`src/rtl/instr_fetch_queue.sv`:
```
// Fetch stage: owns the PC, issues single-outstanding word reads to imem and
// queues returned instructions in a small FIFO for the decoder.
module instr_fetch_queue #(
  parameter int unsigned       ADDR_W   = 32,
  parameter logic [ADDR_W-1:0] RESET_PC = {ADDR_W{1'b0}},
  parameter int unsigned       DEPTH    = 4
) (
  input  logic              clk_i,
  input  logic              rst_i,
  output logic              imem_req_o,
  output logic [ADDR_W-1:0] imem_addr_o,
  input  logic [31:0]       imem_rdata_i,
  input  logic              redirect_i,
  input  logic [ADDR_W-1:0] redirect_pc_i,
  output logic              instr_valid_o,
  input  logic              instr_ready_i,
  output logic [31:0]       instr_o,
  output logic [ADDR_W-1:0] pc_o,
  output logic [ADDR_W-1:0] pc_plus4_o
);

  localparam int unsigned       PTR_W   = (DEPTH > 1) ? $clog2(DEPTH) : 1;
  localparam int unsigned       CNT_W   = PTR_W + 1;
  localparam logic [CNT_W:0]    DEPTH_C = DEPTH[CNT_W:0];
  localparam logic [ADDR_W-1:0] PC_STEP = {{(ADDR_W-3){1'b0}}, 3'd4};

  logic [ADDR_W-1:0] pc_q, pc_d;
  logic              inflight_q, inflight_d;
  logic [ADDR_W-1:0] inflight_pc_q, inflight_pc_d;
  logic [PTR_W-1:0]  wptr_q, wptr_d;
  logic [PTR_W-1:0]  rptr_q, rptr_d;
  logic [CNT_W-1:0]  count_q, count_d;
  logic [31:0]       instr_mem_q [DEPTH];
  logic [31:0]       instr_mem_d [DEPTH];
  logic [ADDR_W-1:0] pc_mem_q [DEPTH];
  logic [ADDR_W-1:0] pc_mem_d [DEPTH];

  logic              valid_s;
  logic              pop_s;
  logic              push_s;
  logic              req_s;
  logic [CNT_W:0]    credit_s;

  // Handshake and credit-based issue decision
  always_comb begin
    valid_s  = (count_q != {CNT_W{1'b0}});
    pop_s    = valid_s & instr_ready_i & ~redirect_i;
    push_s   = inflight_q & ~redirect_i;
    // Slots already promised to the outstanding read count against free space.
    credit_s = {1'b0, count_q} - {{CNT_W{1'b0}}, pop_s} + {{CNT_W{1'b0}}, inflight_q};
    req_s    = ~rst_i & ~redirect_i & (credit_s < DEPTH_C);
  end

  // Next-state: PC, outstanding-read tracking and FIFO bookkeeping
  always_comb begin
    pc_d          = pc_q;
    inflight_d    = inflight_q;
    inflight_pc_d = inflight_pc_q;
    wptr_d        = wptr_q;
    rptr_d        = rptr_q;
    count_d       = count_q;
    instr_mem_d   = instr_mem_q;
    pc_mem_d      = pc_mem_q;

    if (redirect_i) begin
      pc_d       = {redirect_pc_i[ADDR_W-1:2], 2'b00};
      inflight_d = 1'b0;
      wptr_d     = {PTR_W{1'b0}};
      rptr_d     = {PTR_W{1'b0}};
      count_d    = {CNT_W{1'b0}};
    end else begin
      inflight_d = req_s;
      if (req_s) begin
        pc_d          = pc_q + PC_STEP;
        inflight_pc_d = pc_q;
      end else begin
        pc_d          = pc_q;
        inflight_pc_d = inflight_pc_q;
      end

      if (push_s) begin
        instr_mem_d[wptr_q] = imem_rdata_i;
        pc_mem_d[wptr_q]    = inflight_pc_q;
        wptr_d              = wptr_q + {{(PTR_W-1){1'b0}}, 1'b1};
      end else begin
        wptr_d = wptr_q;
      end

      if (pop_s) begin
        rptr_d = rptr_q + {{(PTR_W-1){1'b0}}, 1'b1};
      end else begin
        rptr_d = rptr_q;
      end

      case ({push_s, pop_s})
        2'b10:   count_d = count_q + {{(CNT_W-1){1'b0}}, 1'b1};
        2'b01:   count_d = count_q - {{(CNT_W-1){1'b0}}, 1'b1};
        default: count_d = count_q;
      endcase
    end
  end

  // State register with asynchronous clear
  always_ff @(posedge clk_i or posedge rst_i) begin
    if (rst_i) begin
      pc_q          <= RESET_PC;
      inflight_q    <= 1'b0;
      inflight_pc_q <= {ADDR_W{1'b0}};
      wptr_q        <= {PTR_W{1'b0}};
      rptr_q        <= {PTR_W{1'b0}};
      count_q       <= {CNT_W{1'b0}};
      for (int i = 0; i < int'(DEPTH); i++) begin
        instr_mem_q[i] <= 32'h0000_0000;
        pc_mem_q[i]    <= {ADDR_W{1'b0}};
      end
    end else begin
      pc_q          <= pc_d;
      inflight_q    <= inflight_d;
      inflight_pc_q <= inflight_pc_d;
      wptr_q        <= wptr_d;
      rptr_q        <= rptr_d;
      count_q       <= count_d;
      instr_mem_q   <= instr_mem_d;
      pc_mem_q      <= pc_mem_d;
    end
  end

  // Decoder-facing outputs; zeroed while the queue is empty
  always_comb begin
    imem_req_o    = req_s;
    imem_addr_o   = pc_q;
    instr_valid_o = valid_s;
    if (valid_s) begin
      instr_o    = instr_mem_q[rptr_q];
      pc_o       = pc_mem_q[rptr_q];
      pc_plus4_o = pc_mem_q[rptr_q] + PC_STEP;
    end else begin
      instr_o    = 32'h0000_0000;
      pc_o       = {ADDR_W{1'b0}};
      pc_plus4_o = {ADDR_W{1'b0}};
    end
  end

endmodule

```
`config.mk`:
```
export PLATFORM = sky130hd
export DESIGN_NAME = instr_fetch_queue
export DESIGN_NICKNAME = d
export VERILOG_FILES = /design/src/rtl/instr_fetch_queue.sv
export SDC_FILE = /design/constraint.sdc
export NUM_CORES = 1
export LEC_CHECK = 0
export CORE_ASPECT_RATIO = 0.7
export CORE_UTILIZATION = 40
export DETAILED_ROUTE_END_ITERATION = 7
export PLACE_DENSITY = 0.7
export SYNTH_ARGS = -nofsm -noshare
export SYNTH_HDL_FRONTEND = slang
export SYNTH_SLANG_ARGS = --single-unit
```
`constraint.sdc`:
```
create_clock -name clk_i -period 20.8 [get_ports clk_i]
set_input_delay 2.08 -clock clk_i [delete_from_list [all_inputs] [get_ports clk_i]]
set_output_delay 2.08 -clock clk_i [all_outputs]
set_load 0.05 [all_outputs]
```
# ---- After elaboration in Yosys (flattened, before gate mapping)
# Cells that the tools add are included.
dict set report totals {
  input_bits 68
  ff_bits 328
  elab_cells 67
  out_inout_bits 130
}
dict set report op_classes {
  n_eq_ne 2
  addsub 8
  n_lt_le_gt_ge 4
  n_reduce_logical 8
  mux 22
  bitwise 9
}
# operator count
set ops {}
lappend ops {{$mux 32} 10}
lappend ops {{$bwmux 128} 2}
lappend ops {{$bmux 32 s2} 2}
lappend ops {{$add 32x3->32 const B} 2}
lappend ops {{$demux 32 s2} 1}
lappend ops {{$mux 2} 4}
lappend ops {{$ge 3x3->1 const B} 2}
lappend ops {{$not 2->3} 2}
lappend ops {{$pmux 3 s2} 1}
lappend ops {{$reduce_bool 2->1} 3}
lappend ops {{$reduce_bool 3->1} 2}
lappend ops {{$and 1x1->1} 5}
lappend ops {{$add 2x1->2 const B} 2}
lappend ops {{$add 4x1->4} 1}
lappend ops {{$lt 4x3->1 const B} 1}
lappend ops {{$reduce_and 2->1} 2}
lappend ops {{$sub 3x1->4} 1}
lappend ops {{$add 3x1->3 const B} 1}
lappend ops {{$lt 3x1->1 const B} 1}
lappend ops {{$mux 3} 1}
lappend ops {{$sub 3x1->3 const B} 1}
lappend ops {{$eq 2x1->1 const B} 1}
lappend ops {{$eq 2x2->1 const B} 1}
lappend ops {{$not 1->1} 2}
lappend ops {{other kinds (2)} 2}

# ---- Logic depth before layout (Yosys ltp)
# Gate-level depths: netlist of run 1.
dict set report depth {
  word_depth 9
  mapped_depth 15
  ltp_nobuf 12
}

# ---- Worst setup path after synthesis of run 1
# OpenSTA, ideal clock, no wires.
dict set report synth_path {
  path_type {in2out}
  from {input port rst_i}
  to {output port imem_req_o}
  t_arrival_ns 10.624
  cell_stages 6
  t_required_ns 18.720
  n_path_buf 3
  slack_ns 8.096
  cell_sequence {inv_1 o211ai_1 clkbuf_1 clkbuf_1 buf_1 inv_1}
}
dict set report synth_via {
  elab_chain_len 3
}
# element line
set synth_lines {}
lappend synth_lines {{from (decl)} 9} ;# input logic rst_i,
lappend synth_lines {{$not 1->1} 51} ;# req_s = ~rst_i & ~redirect_i & (credit_s < DEPTH_C);
lappend synth_lines {{$and 1x1->1 (2 in a row)} 51}
lappend synth_lines {{to (decl)} 10} ;# output logic imem_req_o,
# No other way between the ends.

# ---- Worst setup path in the final report of run 1
dict set report layout_path {
  from {input port redirect_i}
  to {output port imem_req_o}
}
dict set report layout_via {
  elab_chain_len 6
  elab_cells_between_ends 7
  classes_between {add/sub (2); order compare (1); bitwise (4)}
}
# element line
set layout_lines {}
lappend layout_lines {{from (decl)} 13} ;# input logic redirect_i,
lappend layout_lines {{$not 1->1 (no source line) (*)} -}
lappend layout_lines {{$and 1x1->1} 47} ;# pop_s = valid_s & instr_ready_i & ~redirect_i;
lappend layout_lines {{$sub 3x1->4} 50} ;# credit_s = {1'b0, count_q} - {{CNT_W{1'b0}}, pop_s} + {{CNT_W{1'b0}}, inflight_q};
lappend layout_lines {{$add 4x1->4} 50}
lappend layout_lines {{$lt 4x3->1} 51}
lappend layout_lines {{$and 1x1->1 (*)} 51}
# Every way passes the cells marked *; elsewhere a longest branch is shown, timed or not.

==> run summary, run 1 <==
R2R cell count = 13
post-synthesis to final-layout area growth = 22.5%
destination of the critical timing path = imem_req_o
area of the mapped netlist = 0.0154 sq mm
Min-Delay Path Class = reg2reg
remaining antenna violation count = 0
nets@finish = 1435
crit path max fanout = 49
Synth area leaders = dfrtp_1 51%, mux2_2 19%, mux4_2 7.3%, nand2_1 3.2%, nor2b_1 2.6%
vias per inst = 5.55
VDD IR max = 0.0717 mV
number of global-route vias before repair = 10895
GR Util All Layers = 20.0%
area of the multi-input gates = 0.00707 sq mm
Hold Path Origin = instr_mem_q[45]
CTS Sinks = 316
CP Class = in2out
Cell Chain, Critical Path = clkdlybuf4s50_1 > buf_4 > nor2_1 > ha_1 > inv_1 > ha_1 > and3b_1 > nor4_1 > o211ai_1 > inv_1 > clkdlybuf4s50_1
CTS hold repair buffers = 0
reg2reg start = count_q[1]
first-pass GRT wire length = 62100 microns
Post-synth EDFFs = 0
final hold violations = 0
Max Slew Vio Count = 0
RSZ-0062 raised after global routing = false
initial antenna violation count = 0
placed cell count = 1809
die area = 0.0392 sq mm
ys flop type = dfrtp_1
Critical-path top delay cell = clkdlybuf4s50_1
share of the synthesized area in the top cell type = 51.5%
Final Non-Filler Cells = 1868
pin count of the biggest net entering global routing = 101
#FFs+latches synth = 316
Critical Path RT = 18.72 ns
hpwl dp = 25400 microns
number of setup buffers added after CTS = 0
GRT overflow = 0
Port-buffer cells = 189
Rows = 59
Reg clk slew, reported paths = 0.06 ns
layout cells sized above 1 = 28.6%
Clock Tree Buf Depth = 3
Power Total = 2800 uW
Synth cell types = 60
DR iter-0 viols = 704
DRC = 0
initial cell density of the core = 41.0%
Max-slew headroom = 29.9%
largest stage delay on the critical path = 0.81 ns
CP Launch Type = input pin
setup violators final = 0
Reg2Reg Setup Slack = 16.47 ns
minimum clock period after layout = 7.73 ns
Max-Cap Viols = 0
Final Wtd Congestion = 0.841
Vias = 10372
Lkg Pwr = 0.00829 uW
fmax = 129 MHz
Clock Tree Root = clkbuf_16
CTS tree = built
asr flop ratio synth = 100%
Synth Instances = 1191
register area share after synthesis = 51.5%
CP arrival = 5.65 ns
crit path from = redirect_i
routed len/inst = 20.6 microns
crit share post-route = 37.2%
setup_tns = 0 ns
register area = 0.00791 sq mm
Crit. End Element = output pin
final WL = 38400 microns
Setup Skew = 0.0246 ns
Ys Warns = 0
pwr/cell area = 149 mW/mm^2
Pre-antenna DRT Iters = 5
CTS Buf Count = 34
status = complete, no violations
Die Ht = 166 microns
mean post-synth cell area = 12.9 sq um
CTS resizes = 0
Clk Latency, worst-skew pair = 0.53 ns
cell taking the most area after synthesis = dfrtp_1
FF-to-FF End = imem_addr_o[28]
Die Width = 236 microns
Fillers = 3254
CTS H-Tree Depth = 2
io pins = 198
core box area = 0.0375 sq mm
Tightest Pin Transition = 1.05 ns
[state kept, by name, indices dropped and copies added (netlist names)]
name	count
count_q	3
imem_addr_o	30
inflight_pc_q	30
inflight_q	1
instr_mem_q	128
pc_mem_q	120
rptr_q	2
wptr_q	2
[synthesized netlist by cell type (all sizes together) (6+ instances only)]
library cell    n
xnor2          16
and4            7
xor2           13
nor2b          63
and3            9
clkbuf         56
nand3          29
nand4          15
inv            17
nand2         132
mux2          258
nor3           11
or4            11
a21oi           6
or3             8
buf            22
dfrtp         316
ha              9
nor4            9
nor2           40
mux4           62
o21ai          22
[metal layers]
layer | wire length, microns | share of wire, % | global-route usage [%] | vias to the layer above
met5 | 0 | 0 | 0 | -
li1 | - | - | - | 4655
met1 | 18400 | 48 | 30.0 | 5381
met3 | 2410 | 6.3 | 4.80 | 57
met2 | 16900 | 44 | 29.0 | 279
met4 | 669 | 1.7 | 4.97 | 0
[critical path, delay by kind of cell]
| kind | cells | cell delay [ns] |
|---|---|---|
| AO/OA/AOI/OAI | 1 | 0.29 |
| adder cells (fa/ha/maj) | 2 | 0.40 |
| buffers and inverters | 5 | 1.85 |
| AND/OR/NAND/NOR | 3 | 1.01 |
[through the flow]
step / util [%] / setup slack, ns / instance area (sq um) / hold slack [ns]
2_1_floorplan: - / 8.10 / 15400 / 0.470
3_3_place_gp: 47.1 / 13.18 / 17700 / 0.479
3_5_place_dp: 47.1 / 13.16 / 17700 / 0.487
4_1_cts: 50.2 / 13.10 / 18800 / 0.500
5_1_grt: 50.2 / 12.89 / 18800 / 0.512
6_report: 50.2 / 13.07 / 18800 / 0.498
[worst min path at each step]
stage	depth (start not counted)	to	slack [ns]
2_1_floorplan	1	pc_mem_q[35]	0.47
3_3_place_gp	1	pc_mem_q[23]	0.48
3_5_place_dp	1	pc_mem_q[87]	0.49
4_1_cts	1	pc_mem_q[87]	0.50
5_1_grt	1	instr_mem_q[39]	0.51
6_report	1	instr_mem_q[45]	0.50
[layout make-up]
cell class,instances,share of cell area [%]
diodes,1,0.0133
multi-input cells,785,37.6
inverters,17,0.379
repair buffers,203,10.6
flip-flops and latches,316,42.0
clock buffers,41,4.87
clock inverters,17,1.30
well taps,488,3.24
[power breakdown]
group | leakage, uW | total [uW] | internal (uW) | switching (uW)
Sequential | 0.00415 | 945 | 789 | 156
Combinational | 0.00358 | 1230 | 504 | 724
Clock | 0.000568 | 631 | 379 | 252
Total | 0.00829 | 2800 | 1670 | 1130
[cells by family after synthesis]
group / share of synthesized area (%)
AND/OR/NAND/NOR: 11.4
multiplexers: 28.6
flip-flops: 51.5
buffers and inverters: 2.74
AO/OA/AOI/OAI: 3.35
XOR/XNOR: 1.65
adder cells (fa/ha/maj): 0.863
other: 0.0244
[cells in the final DEF (no fill, tap or decap), types with 7 or more instances in the layout]
| master | n |
|---|---|
| mux4_1 | 12 |
| and4_1 | 7 |
| o21ai_0 | 20 |
| nor2b_1 | 63 |
| xnor2_1 | 16 |
| xor2_1 | 13 |
| buf_4 | 14 |
| clkdlybuf4s50_1 | 189 |
| nand2_1 | 128 |
| ha_1 | 9 |
| inv_1 | 16 |
| nor3_1 | 10 |
| nor4_1 | 9 |
| nand4_1 | 13 |
| clkbuf_16 | 34 |
| nand3_1 | 28 |
| mux4_2 | 50 |
| dfrtp_1 | 314 |
| nor2_1 | 40 |
| and3_1 | 9 |
| or3_1 | 8 |
| or4_1 | 10 |
| mux2_2 | 257 |
No activity file was read; power rests on OpenSTA's default activity.
==> run 2, diff against run 1 <==
- clock period: 20.8 -> 7.8 ns (I/O delays scaled with it)
==> run 2 against run 1 <==
Net effect:
- worst setup slack got worse by 11 ns
- via count about the same
- first-iteration DRC count decreased by 2.4%
- sequential power increased to 2.7 times the previous value
==> run summary, run 2 (synthesis gave the netlist of run 1 again) <==
routed len/inst = 20.9 microns (was 20.6 microns)
crit share post-route = 68.2%
setup_tns = 0 ns (unchanged)
most frequent cells in the layout = 314 x dfrtp_1, 257 x mux2_2, 189 x clkdlybuf4s50_1, 128 x nand2_1, 63 x nor2b_1 (unchanged)
CTS Buf Count = 34 (unchanged)
CTS tree = built (unchanged)
Max-slew headroom = 28.6% (was 29.9%)
grt peak-use layer = met1 (unchanged)
number of global-route vias before repair = 10682 (was 10895)
n_diodes = 0 (was 1)
Tightest Pin Transition = 1.07 ns (was 1.05 ns)
GR Util All Layers = 20.2% (was 20.0%)
Max-Cap Viols = 0 (unchanged)
Port-buffer cells = 189 (unchanged)
DRC = 0 (unchanged)
Die Ht = 166 microns (unchanged)
status = complete, no violations (unchanged)
CP arrival = 4.54 ns (was 5.65 ns)
Final WS setup = 2.48 ns (was 13.07 ns)
Sw Pwr = 3010 uW (was 1130 uW)
setup violators final = 0 (unchanged)
Placement Setup Slack = 2.79 ns (was 13.16 ns)
crit path max fanout = 38 (was 49)
fmax = 188 MHz
final hold violations = 0 (unchanged)
Die Width = 236 microns (unchanged)
max reg flops = 128 (unchanged)
initial cell density of the core = 41.0% (unchanged)
Clock Power Share = 21.0% (was 22.5%)
die area = 0.0392 sq mm (unchanged)
Vias = 10370 (was 10372)
Sw Ratio = 41.0% (was 40.4%)
CTS hold repair buffers = 0 (unchanged)
Critical-path top delay cell = dfrtp_2 (was clkdlybuf4s50_1)
io pins = 198 (unchanged)
largest stage delay on the critical path = 1.06 ns (was 0.81 ns)
CP Class = reg2out (was in2out)
Pre-antenna DRT Iters = 5 (unchanged)
Reg clk slew, reported paths = 0.06 ns (about the same)
Crit. End Element = output pin (unchanged)
core box area = 0.0375 sq mm (unchanged)
Clock Tree Root = clkbuf_16 (unchanged)
initial antenna violation count = 1 (was 0)
Lkg Pwr = 0.00822 uW (was 0.00829 uW)
Biggest register = instr_mem_q (unchanged)
Cell Chain, Critical Path = mux4_1 > nand4_2 > or4_4 > or4_1 > mux2_1 > clkdlybuf4s50_1 (was clkdlybuf4s50_1 > buf_4 > nor2_1 > ha_1 > inv_1 > ha_1 > and3b_1 > nor4_1 > o211ai_1 > inv_1 > clkdlybuf4s50_1)
grt met2 use = 28.9% (was 29.0%)
nets@finish = 1435 (unchanged)
Top Registers = instr_mem_q (128), pc_mem_q (120) (unchanged)
hpwl dp = 25900 microns (was 25400 microns)
CP Launch Type = flip-flop (was input pin)
Max Slew Vio Count = 0 (unchanged)
Final Wtd Congestion = 0.864 (was 0.841)
GRT overflow = 0 (unchanged)
CTS Sinks = 316 (unchanged)
minimum clock period after layout = 5.32 ns
RSZ-0062 raised after global routing = false (unchanged)
final WL = 39000 microns (was 38400 microns)
CTS H-Tree Depth = 2 (unchanged)
Min-Delay Path Class = reg2reg (unchanged)
internal power = 4320 uW (was 1670 uW)
Critical Path RT = 7.02 ns (was 18.72 ns)
pin count of the biggest net entering global routing = 94 (was 101)
Clk Latency, worst-skew pair = 0.53 ns (about the same)
share of power burned in combinational logic = 44.3% (was 43.8%)
Setup Skew = 0.0266 ns (was 0.0246 ns)
Rows = 59 (unchanged)
number of setup buffers added after CTS = 0 (unchanged)
layout cells sized above 1 = 28.2% (was 28.6%)
GR Util met3 = 3.92% (was 4.80%)
post-synthesis to final-layout area growth = 21.8% (was 22.5%)
remaining antenna violation count = 0 (unchanged)
DR iter-0 viols = 687 (was 704)
Clock Tree Buf Depth = 3 (unchanged)
pwr/cell area = 392 mW/mm^2 (was 149 mW/mm^2)
VDD IR max = 0.203 mV (was 0.0717 mV)
commonest non-fill, non-tap cell in the layout = dfrtp_1 (unchanged)
met1 Use GR = 31.0% (was 30.0%)
first-pass GRT wire length = 62300 microns (was 62100 microns)
CTS resizes = 0 (unchanged)
Flop pwr share = 34.7% (was 33.7%)
vias per inst = 5.55 (about the same)
==> run 2: cell types whose count changed in the layout (fill, tap and decap cells not counted), sizes merged <==
cell | before | now
clkbuf | 41 | 52
diode | 1 | 0
clkinvlp | 2 | 3
inv | 20 | 18
clkinv | 7 | 3
bufinv | 5 | 0
==> run 2: power groups by stage <==
stage / Combinational (uW) / Clock (uW) / Sequential (uW)
2_1_floorplan: 2390 / 0 / 2400
3_3_place_gp: 3210 / 0 / 2530
3_5_place_dp: 3260 / 0 / 2570
4_1_cts: 3270 / 1590 / 2540
5_1_grt: 3450 / 1660 / 2610
6_report: 3250 / 1540 / 2540
==> run 2: final cells by class <==
cell class / count / area, sq um
clock inverters: 7 / 58.8
multi-input cells: 785 / 7070
clock buffers: 52 / 988
repair buffers: 203 / 2000
flip-flops and latches: 316 / 7910
fillers: 3234 / 18800
well taps: 488 / 611
inverters: 17 / 70.1
==> run 2: worst paths after layout <==
kind | end | slack (ns) | cells after the start | startpoint
setup reg to reg | imem_addr_o[28] | 3.53 | 13 | count_q[1]
hold reg to reg | pc_mem_q[87] | 0.50 | 1 | pc_mem_q[87]
hold / removal | pc_mem_q[87] | 0.50 | 1 | pc_mem_q[87]
setup / recovery | pc_plus4_o[31] | 2.48 | 6 | rptr_q[1]
min in group asynchronous | imem_addr_o[6] | 1.18 | 2 | rst_i
max in group asynchronous | instr_mem_q[11] | 4.42 | 4 | rst_i
==> run 2: worst max-delay path: cells and delay by family (launching register included) <==
| family | cells | cell delay (ns) |
|---|---|---|
| flops | 1 | 1.06 |
| buf+inv | 1 | 0.70 |
| simple gates | 3 | 1.40 |
| mux | 2 | 0.83 |
==> run 2: per-layer routing <==
| metal | part of all wire [%] | vias to the layer above |
|---|---|---|
| li1 | - | 4655 |
| met1 | 50 | 5363 |
| met4 | 1.8 | 0 |
| met2 | 43 | 291 |
| met3 | 5.2 | 61 |
| met5 | 0 | - |
==> run 2: per-stage QoR <==
| step | cells | area, sq um | hold WS (ns) | power (uW) | utilization (%) |
|---|---|---|---|---|---|
| 6_report | 1868 | 18700 | 0.497 | 7330 | 49.9 |
| 5_1_grt | 1868 | 18700 | 0.513 | 7720 | 49.9 |
| 4_1_cts | 1868 | 18700 | 0.498 | 7400 | 49.9 |
| 3_5_place_dp | 1809 | 17700 | 0.485 | 5830 | 47.1 |
| 3_3_place_gp | 1809 | 17700 | 0.479 | 5730 | 47.1 |
| 2_1_floorplan | 1196 | 15400 | 0.470 | 4790 | - |
==> run 3, diff against run 2 <==
- clock period: 7.8 -> 5.4 ns (I/O delays scaled with it)
==> run 3 against run 2 <==
Net effect:
- count of clock-buffer cells in the layout shrank 4
- sequential power grew 44%
- clock power grew 54%
- via count grew 0.54%
==> run summary, run 3 (synthesis gave the netlist of run 1 again) <==
status = complete, no violations (unchanged)
Crit. End Element = output pin (unchanged)
Reg clk slew, reported paths = 0.06 ns (about the same)
Reg2Reg Setup Slack = 1.55 ns (was 3.53 ns)
R2R cell count = 12 (was 13)
CP Class = reg2out (unchanged)
setup violators final = 0 (unchanged)
core box area = 0.0375 sq mm (unchanged)
Final WS setup = 0.236 ns (was 2.48 ns)
crit path max fanout = 25 (was 38)
DR iter-0 viols = 822 (was 687)
Final Non-Filler Cells = 1875 (was 1868)
final hold violations = 0 (unchanged)
Max-Cap Viols = 0 (unchanged)
Lkg Pwr = 0.00833 uW (was 0.00822 uW)
FF-to-FF End = imem_addr_o[28] (unchanged)
placed cell count = 1812 (was 1809)
register area = 0.00791 sq mm (unchanged)
post-synthesis to final-layout area growth = 23.1% (was 21.8%)
Tightest Pin Transition = 0.975 ns (was 1.07 ns)
pin count of the biggest net entering global routing = 118 (was 94)
first-pass GRT wire length = 62600 microns (was 62300 microns)
minimum clock period after layout = 5.16 ns
io pins = 198 (unchanged)
initial cell density of the core = 41.0% (unchanged)
remaining antenna violation count = 0 (unchanged)
Clock Tree Buf Depth = 3 (unchanged)
final WL = 38700 microns (was 39000 microns)
CTS tree = built (unchanged)
GR Util All Layers = 20.2% (about the same)
Hold Path Origin = pc_mem_q[117] (was pc_mem_q[87])
Placement Cell Area = 0.0178 sq mm (was 0.0177 sq mm)
most frequent cells in the layout = 314 x dfrtp_1, 257 x mux2_2, 188 x clkdlybuf4s50_1, 128 x nand2_1, 63 x nor2b_1 (was 314 x dfrtp_1, 257 x mux2_2, 189 x clkdlybuf4s50_1, 128 x nand2_1, 63 x nor2b_1)
CTS resizes = 0 (unchanged)
crit share post-route = 95.6%
Setup Skew = 0.0310 ns (was 0.0266 ns)
Clock Tree Root = clkbuf_16 (unchanged)
hold-critical path endpoint = pc_mem_q[117] (was pc_mem_q[87])
hold depth = 1 (unchanged)
Pre-antenna DRT Iters = 7 (was 5)
Die Width = 236 microns (unchanged)
die area = 0.0392 sq mm (unchanged)
Biggest register = instr_mem_q (unchanged)
vias per inst = 5.56 (was 5.55)
Critical Path RT = 4.86 ns (was 7.02 ns)
Die Ht = 166 microns (unchanged)
CTS H-Tree Depth = 2 (unchanged)
Rows = 59 (unchanged)
Clk Latency, worst-skew pair = 0.53 ns (about the same)
Fillers = 3259 (was 3234)
area of the multi-input gates = 0.00707 sq mm (unchanged)
largest stage delay on the critical path = 0.88 ns (was 1.06 ns)
Min-Delay Path Class = reg2reg (unchanged)
Max Slew Vio Count = 0 (unchanged)
hpwl dp = 25500 microns (was 25900 microns)
Placement Setup Slack = 0.903 ns (was 2.79 ns)
design area = 0.0189 sq mm (was 0.0187 sq mm)
CTS Sinks = 316 (unchanged)
CTS Buf Count = 34 (unchanged)
CP arrival = 4.62 ns (was 4.54 ns)
Power Total = 10700 uW (was 7330 uW)
Critical-path top delay cell = dfrtp_2 (unchanged)
DRC = 0 (unchanged)
layout cells sized above 1 = 28.9% (was 28.2%)
reg2reg start = count_q[1] (unchanged)
Final Wtd Congestion = 0.838 (was 0.864)
max reg flops = 128 (unchanged)
fmax = 194 MHz
pwr/cell area = 568 mW/mm^2 (was 392 mW/mm^2)
nets@finish = 1438 (was 1435)
RSZ-0062 raised after global routing = false (unchanged)
routed len/inst = 20.6 microns (was 20.9 microns)
Top Registers = instr_mem_q (128), pc_mem_q (120) (unchanged)
commonest non-fill, non-tap cell in the layout = dfrtp_1 (unchanged)
number of setup buffers added after CTS = 0 (unchanged)
CP Launch Type = flip-flop (unchanged)
CTS hold repair buffers = 0 (unchanged)
Cell Chain, Critical Path = mux4_1 > ha_1 > nand3_1 > nor3_1 > buf_4 > nor4b_1 > mux2_2 > clkdlybuf4s50_1 (was mux4_1 > nand4_2 > or4_4 > or4_1 > mux2_1 > clkdlybuf4s50_1)
VDD IR max = 0.312 mV (was 0.203 mV)
GRT overflow = 0 (unchanged)
initial antenna violation count = 0 (was 1)
Max-slew headroom = 35.0% (was 28.6%)
Vias = 10426 (was 10370)
Port-buffer cells = 189 (unchanged)
number of global-route vias before repair = 10749 (was 10682)
-- run 3: changes by cell type in the layout (fill, tap and decap cells not counted) --
cell | before | now
clkdlybuf4s50_1 | 189 | 188
inv_8 | 0 | 1
clkinv_2 | 2 | 5
inv_4 | 1 | 0
bufinv_16 | 0 | 3
buf_12 | 0 | 6
clkbuf_1 | 11 | 7
o21ai_0 | 20 | 18
buf_4 | 14 | 12
o21ai_1 | 2 | 4
diode_2 | 0 | 1
clkinvlp_4 | 3 | 4
-- run 3: how the worst max path moves through the flow --
stage,depth (start not counted),endpoint,slack [ns],startpoint
after detailed placement,8,pc_plus4_o[22],0.90,rptr_q[1]
after global routing,8,pc_plus4_o[22],0.006,rptr_q[1]
after CTS,8,pc_plus4_o[22],0.30,rptr_q[1]
after global placement,8,pc_plus4_o[22],0.93,rptr_q[1]
after floorplan,6,imem_req_o,-1.82,rst_i
final,8,pc_plus4_o[22],0.24,rptr_q[1]
-- run 3: routing by layer --
layer / vias up / GRT usage (%) / wire length, microns
li1: 4662 / - / -
met5: - / 0 / 0
met2: 305 / 29.2 / 16800
met3: 51 / 4.32 / 2580
met1: 5408 / 31.0 / 18800
met4: 0 / 4.26 / 553
-- run 3: report_power, final --
| part | switching [uW] | internal (uW) |
|---|---|---|
| logic | 2760 | 1960 |
| registers | 609 | 3040 |
| clock network | 954 | 1410 |
| total | 4320 | 6410 |
-- run 3: layout make-up --
type | instances | share of cell area, %
multi-input cells | 785 | 37.4
clock inverters | 14 | 0.907
diodes | 1 | 0.0132
clock buffers | 48 | 5.15
flip-flops and latches | 316 | 41.9
well taps | 488 | 3.23
inverters | 17 | 0.397
repair buffers | 206 | 11.1
-- run 3: through the flow --
stage / util, % / TNS, ns / hold WS (ns)
2_1_floorplan: - / -75.03 / 0.470
3_3_place_gp: 47.4 / 0 / 0.479
3_5_place_dp: 47.4 / 0 / 0.486
4_1_cts: 50.4 / 0 / 0.499
5_1_grt: 50.4 / 0 / 0.502
6_report: 50.4 / 0 / 0.496
-- run 3: critical path, delay by kind of cell (launching register included) --
family / cells / cell delay [ns]
and+or+nand+nor: 3 / 1.17
muxes: 2 / 0.85
buffers and inverters: 2 / 0.94
adders and majority gates: 1 / 0.24
DFF: 1 / 0.88
